<file path="config.mk">
export PLATFORM = sky130hd
export DESIGN_NAME = md_issue_ctrl
export DESIGN_NICKNAME = d
export VERILOG_FILES = /design/src/rtl/md_issue_ctrl_pkg.sv /design/src/rtl/md_busy_cnt.sv /design/src/rtl/md_issue_ctrl.sv
export SDC_FILE = /design/constraint.sdc
export NUM_CORES = 1
export LEC_CHECK = 0
export CAP_MARGIN = 0
export CORE_ASPECT_RATIO = 0.5
export CORE_UTILIZATION = 30
export DETAILED_ROUTE_END_ITERATION = 7
export SYNTH_ARGS = -nofsm -noshare
export SYNTH_HDL_FRONTEND = slang
export SYNTH_SLANG_ARGS = --single-unit
</file>
<file path="constraint.sdc">
create_clock -name clk -period 2.8 [get_ports clk]
set_input_delay 0.56 -clock clk [delete_from_list [all_inputs] [get_ports clk]]
set_output_delay 0.56 -clock clk [all_outputs]
set_load 0.01 [all_outputs]
</file>
<file path="src/rtl/md_issue_ctrl_pkg.sv">
`default_nettype none
// ============================================================================
// Module      : md_issue_ctrl_pkg
// Description : Shared op codes, latency defaults and state encoding for the
//               HI/LO multiply-divide issue controller.
// Revision    : 1.0 - initial release
// ============================================================================
package md_issue_ctrl_pkg;

  localparam logic [3:0] MD_NONE  = 4'd0;
  localparam logic [3:0] MD_MULT  = 4'd1;
  localparam logic [3:0] MD_MULTU = 4'd2;
  localparam logic [3:0] MD_DIV   = 4'd3;
  localparam logic [3:0] MD_DIVU  = 4'd4;
  localparam logic [3:0] MD_MTHI  = 4'd5;
  localparam logic [3:0] MD_MTLO  = 4'd6;

  localparam int MUL_LAT_DEF = 5;
  localparam int DIV_LAT_DEF = 10;

  typedef enum logic [0:0] {
    ST_IDLE = 1'b0,
    ST_BUSY = 1'b1
  } md_state_t;

  function automatic logic is_issue_op(input logic [3:0] op);
    return (op >= MD_MULT) && (op <= MD_MTLO);
  endfunction

  // Ops that occupy the unit for a multi-cycle countdown.
  function automatic logic is_muldiv_op(input logic [3:0] op);
    return (op >= MD_MULT) && (op <= MD_DIVU);
  endfunction

  function automatic logic is_mul_op(input logic [3:0] op);
    return (op == MD_MULT) || (op == MD_MULTU);
  endfunction

endpackage : md_issue_ctrl_pkg
`default_nettype wire

</file>
<file path="src/rtl/md_busy_cnt.sv">
`default_nettype none
// ============================================================================
// Module      : md_busy_cnt
// Description : Loadable down-counter with zero detect; tracks remaining
//               multiply/divide latency.
// Revision    : 1.0 - initial release
// ============================================================================
module md_busy_cnt #(
  parameter int CNT_W = 4
) (
  input  logic             clk,
  input  logic             reset,
  input  logic             i_load,
  input  logic [CNT_W-1:0] i_load_val,
  input  logic             i_dec,
  output logic             o_zero
);

  logic [CNT_W-1:0] r_cnt;

  // Decrement saturates at zero so the count can never wrap.
  always_ff @(posedge clk or negedge reset) begin
    if (!reset) begin
      r_cnt <= '0;
    end else if (i_load) begin
      r_cnt <= i_load_val;
    end else if (i_dec && (r_cnt != '0)) begin
      r_cnt <= r_cnt - CNT_W'(1);
    end
  end

  assign o_zero = (r_cnt == '0);

endmodule : md_busy_cnt
`default_nettype wire

</file>
<file path="src/rtl/md_issue_ctrl.sv">
`default_nettype none
// ============================================================================
// Module      : md_issue_ctrl
// Description : EX-stage issue sequencer for the HI/LO multiply-divide unit;
//               issues op pulses, tracks busy latency, generates D-stall.
// Revision    : 1.0 - initial release
// ============================================================================
module md_issue_ctrl
  import md_issue_ctrl_pkg::*;
#(
  parameter int MUL_LAT = MUL_LAT_DEF,
  parameter int DIV_LAT = DIV_LAT_DEF,
  parameter int CNT_W   = 4
) (
  input  logic        clk,
  input  logic        reset,
  input  logic        ex_valid,
  input  logic [3:0]  ex_op,
  input  logic [31:0] ex_rs,
  input  logic [31:0] ex_rt,
  input  logic        flush,
  input  logic        id_hilo_use,
  output logic [3:0]  md_op,
  output logic [31:0] md_a,
  output logic [31:0] md_b,
  output logic        busy,
  output logic        stall_d,
  output logic        err
);

  localparam logic [CNT_W-1:0] c_mul_load = CNT_W'(MUL_LAT - 1);
  localparam logic [CNT_W-1:0] c_div_load = CNT_W'(DIV_LAT - 1);

  md_state_t        r_state;
  md_state_t        w_state_nxt;
  logic [3:0]       r_md_op;
  logic [31:0]      r_md_a;
  logic [31:0]      r_md_b;
  logic             r_err;

  logic             w_issue_req;
  logic             w_muldiv_req;
  logic             w_cnt_load;
  logic [CNT_W-1:0] w_cnt_load_val;
  logic             w_cnt_dec;
  logic             w_cnt_zero;
  logic [3:0]       w_md_op_nxt;
  logic             w_opnd_load;
  logic             w_err_set;

  assign w_issue_req  = ex_valid & ~flush & is_issue_op(ex_op);
  assign w_muldiv_req = w_issue_req & is_muldiv_op(ex_op);

  md_busy_cnt #(
    .CNT_W (CNT_W)
  ) u_busy_cnt (
    .clk        (clk),
    .reset      (reset),
    .i_load     (w_cnt_load),
    .i_load_val (w_cnt_load_val),
    .i_dec      (w_cnt_dec),
    .o_zero     (w_cnt_zero)
  );

  always_ff @(posedge clk or negedge reset) begin
    if (!reset) begin
      r_state <= ST_IDLE;
    end else begin
      r_state <= w_state_nxt;
    end
  end

  always_comb begin
    w_state_nxt    = r_state;
    w_cnt_load     = 1'b0;
    w_cnt_load_val = c_mul_load;
    w_cnt_dec      = 1'b0;
    w_md_op_nxt    = MD_NONE;
    w_opnd_load    = 1'b0;
    w_err_set      = 1'b0;
    case (r_state)
      ST_IDLE: begin
        if (w_issue_req) begin
          w_md_op_nxt = ex_op;
          w_opnd_load = 1'b1;
          if (w_muldiv_req) begin
            w_state_nxt    = ST_BUSY;
            w_cnt_load     = 1'b1;
            w_cnt_load_val = is_mul_op(ex_op) ? c_mul_load : c_div_load;
          end
        end
      end
      ST_BUSY: begin
        // A request here means the upstream stall was bypassed; drop it.
        w_err_set = w_issue_req;
        if (w_cnt_zero) begin
          w_state_nxt = ST_IDLE;
        end else begin
          w_cnt_dec = 1'b1;
        end
      end
      default: w_state_nxt = ST_IDLE;
    endcase
  end

  always_ff @(posedge clk or negedge reset) begin
    if (!reset) begin
      r_md_op <= MD_NONE;
      r_md_a  <= '0;
      r_md_b  <= '0;
      r_err   <= 1'b0;
    end else begin
      r_md_op <= w_md_op_nxt;
      if (w_opnd_load) begin
        r_md_a <= ex_rs;
        r_md_b <= ex_rt;
      end
      if (w_err_set) begin
        r_err <= 1'b1;
      end
    end
  end

  assign md_op = r_md_op;
  assign md_a  = r_md_a;
  assign md_b  = r_md_b;
  assign busy  = (r_state == ST_BUSY);
  assign err   = r_err;

  // Issue-cycle term holds back a dependent instruction right behind mult/div.
  assign stall_d = id_hilo_use & (busy | w_muldiv_req);

endmodule : md_issue_ctrl
`default_nettype wire
</file>
==> key figures <==
Worst setup path
  • CP required: 2.24 ns
  • Reg2Reg Depth: 3
  • CP bufs+invs: 2
  • Nature of the critical path endpoint: output port
  • CP Capture Point: stall_d
  • Stages on worst setup path: 5
  • Startpoint class of the critical path: primary input
  • R2r startpoint: busy
  • Critical path's largest stage delay: 0.46 ns
  • Cell family with most CP delay: buffers and inverters
  • Critical register-to-register path endpoint: md_a[9]
  • Critical path origin: ex_op[0]
  • R2r setup slk: just over 0.9 ns
  • Worst path arrival time: roughly 1.9 ns
  • CP cell instances: clkdlybuf4s50_1, or3_4, and3_1, o21a_1, dlymetal6s2s_1
  • Critical path's slowest cell: clkdlybuf4s50_1
  • Crit Path Class: primary input to output port
  • CP Max Fanout: 4

Pwr
  • VDD IR max: between 0.0003 and 0.0004 V
  • Total power: 5.27 mW
  • Leak: about 2.2 nW
  • Cell Pwr Density: between 1000 and 1500 nW/µm²

Floorplanning
  • Core Area: around 9600 µm²
  • IO Count: between 100 and 150
  • Die ar.: 10500 µm²
  • FP Rows: 25
  • Die Wd: ~140 µm
  • Die Ht: between 70 and 80 µm
  • Initial Util: 0.314

Finish
  • Nets: 416
  • Area Overhead vs Synth: 64.6%
  • Commonest non-fill, non-tap cell in the layout: clkdlybuf4s50_1
  • Commonest cells after routing, fill and taps aside: clkdlybuf4s50_1 (141), dfrtp_1 (74), mux2_2 (37), mux2_4 (27), clkbuf_16 (9)
  • Final cell count without fillers: ~480
  • Fill count: between 800 and 900
  • Final instance area: 4960 µm²
  • Share of cells above drive strength 1: 0.262
  • Inserted Diodes: 0
  • Core Util, Final: 0.516

Timing
  • Worst-Margin Slew: around 0.94 ns
  • Fin. Hold Viols: 0
  • Setup Skew: about 0.0065 ns
  • F_max: 403 MHz
  • Crit path time final: 2.48 ns
  • Setup-failing EPs final: 0
  • Slew Limit Fails: 0
  • Slew headroom: 0.375
  • Worst setup margin: between 0.3 and 0.4 ns
  • RSZ-0062 raised after global routing: false
  • Period utilization: 0.886

Routing
  • Vias/cell: approximately 4.4
  • Vias: 2112
  • Antenna-violating nets left: 0
  • Post-DR wirelength/cell: about 15 µm
  • Drt total wl: 7410 µm
  • Iteration-0 DRC count of the detailed router: 78
  • Detailed Routing Iterations Pass 1: 4
  • Post-route DRC: 0

Synthesis
  • Seq/Total Area, Yosys: 0.615
  • Syn. warnings: 0
  • Net count after synthesis: around 260
  • Top cell type's share of synthesized area: 0.615
  • Post-synth EDFFs: 0
  • Post-Syn Area: between 3000 and 4000 µm²
  • Post-Synth XOR/XNOR Area: 0.00291
  • Most area-consuming cells after synthesis: dfrtp_1 (61%), mux2_2 (14%), mux2_4 (13%), buf_6 (1.5%), inv_1 (1.0%)
  • Top cell type by total area after synthesis: dfrtp_1
  • Ys async rst share: 1.00
  • #FFs+latches synth: 74
  • Synth Area in Compound Gates: 0.0266
  • Synth cell types: 35
  • Largest family of logic cells by synthesized area: multiplexers
  • Syn avg cell area: 15.9 µm²
  • Cells after Synth: 190
  • Simple-gate share of the synthesized area: 0.0419
  • Top_reg_cell synth: dfrtp_1
  • Multiplexer share of the synthesized area: 0.276
  • Adder-Cell Fraction of Synth Area: 0.00415

Clock network
  • Clock root cell: clkbuf_16
  • Setup Fix Bufs, Post-CTS: 0
  • Clock latency on the worst-skew pair: around 0.33 ns
  • CTS clk-pin slew, worst paths: approximately 0.060 ns
  • Num CTS Buffers: 9
  • Cts hold-fix bufs: 0
  • Clock sink count: between 70 and 80
  • CTS H-tree depth: 3
  • Longest Clk Path Bufs: 2
  • CTS tree: yes

Global route
  • Largest net degree at the start of global routing: 75
  • Total GRT Usage: 0.150
  • Antenna violations before repair: 0
  • First-pass GRT wire length: approximately 12000 µm
  • Vias in the first global route: around 2200
  • Total gr overflow: 0

Flow run
  • Max-cap violations: 0

Placed design
  • Setup Slack @ Placement: around 0.0047 ns
  • Placement Cell Area: 4610 µm²
  • Port bufs: around 140
  • DP Cell Count: ~470
  • Post-DP HPWL: ~5400 µm
  • RePlAce Congestion: 0.735

Status
  • Status: finished, final reports clean

Worst hold path
  • Hold Path Class: primary input to async pin
==> report_power, final <==
part | switching (mW) | internal, mW | total, mW
Clock | 0.423 | 0.851 | 1.27
Sequential | 0.285 | 1.57 | 1.86
Combinational | 0.721 | 1.41 | 2.13
Total | 1.43 | 3.84 | 5.27
==> sequential cells by signal, indices dropped and copies added, names as in the netlist <==
signal / cells
md_a: 32
u_busy_cnt.r_cnt: 4
md_b: 32
md_op: 4
busy: 1
err: 1
==> worst min path at each step <==
| stage | endpoint | start | cells past startpoint |
|---|---|---|---|
| 3_5_place_dp | err | err | 2 |
| 4_1_cts | md_op[0] | reset | 1 |
| 2_1_floorplan | busy | reset | 0 |
| 6_report | md_a[26] | reset | 1 |
| 3_3_place_gp | err | err | 2 |
| 5_1_grt | md_a[26] | reset | 1 |
==> through the flow <==
stage	TNS (ns)	hold WS, ns
after global placement	-0.0113	0.463
after detailed placement	0	0.461
final	0	0.350
after floorplan	0	0.264
after CTS	0	0.411
after global routing	0	0.446
==> layout make-up <==
class / instances / area [µm²] / share of cell area
Timing Repair Buffer: 150 / 1500 / 0.302
Sequential cell: 74 / 1850 / 0.373
Multi-Input combinational cell: 99 / 1070 / 0.216
Clock inverter: 4 / 72.6 / 0.0146
Tap cell: 135 / 169 / 0.0341
Clock buffer: 12 / 267 / 0.0537
Inverter: 8 / 30.0 / 0.00606
==> synthesized netlist by cell type, types with 2 or more instances <==
| library cell | instances |
|---|---|
| and3_1 | 3 |
| or3_1 | 2 |
| dfrtp_1 | 74 |
| buf_2 | 3 |
| clkbuf_1 | 2 |
| nor2_1 | 4 |
| nand2_1 | 2 |
| mux2_2 | 37 |
| mux2_4 | 27 |
| inv_1 | 8 |
| buf_6 | 4 |
==> layer usage <==
metal	wire [µm]	track usage	share of wire
met1	2890	0.160	0.39
met2	4110	0.283	0.55
met3	274	0.0420	0.037
met4	138	0.0603	0.019
met5	0	0	0
==> timing repair <==
| item | 4_1_cts | 5_1_grt |
|---|---|---|
| pin swaps | 0 | 0 |
| hold endpoints to repair | 0 | 0 |
| cloned | 0 | 0 |
| gates resized for setup | 1 | 2 |
| endpoints found under the setup margin | 1 | 1 |
==> cells by family after synthesis <==
group / after synthesis
AND/OR/NAND/NOR: 21
buffers and inverters: 17
other: 1
adder cells (fa/ha/maj): 1
multiplexers: 65
flip-flops: 74
AO/OA/AOI/OAI: 10
XOR/XNOR: 1
Note: power is estimated with default switching activity, not from simulation.
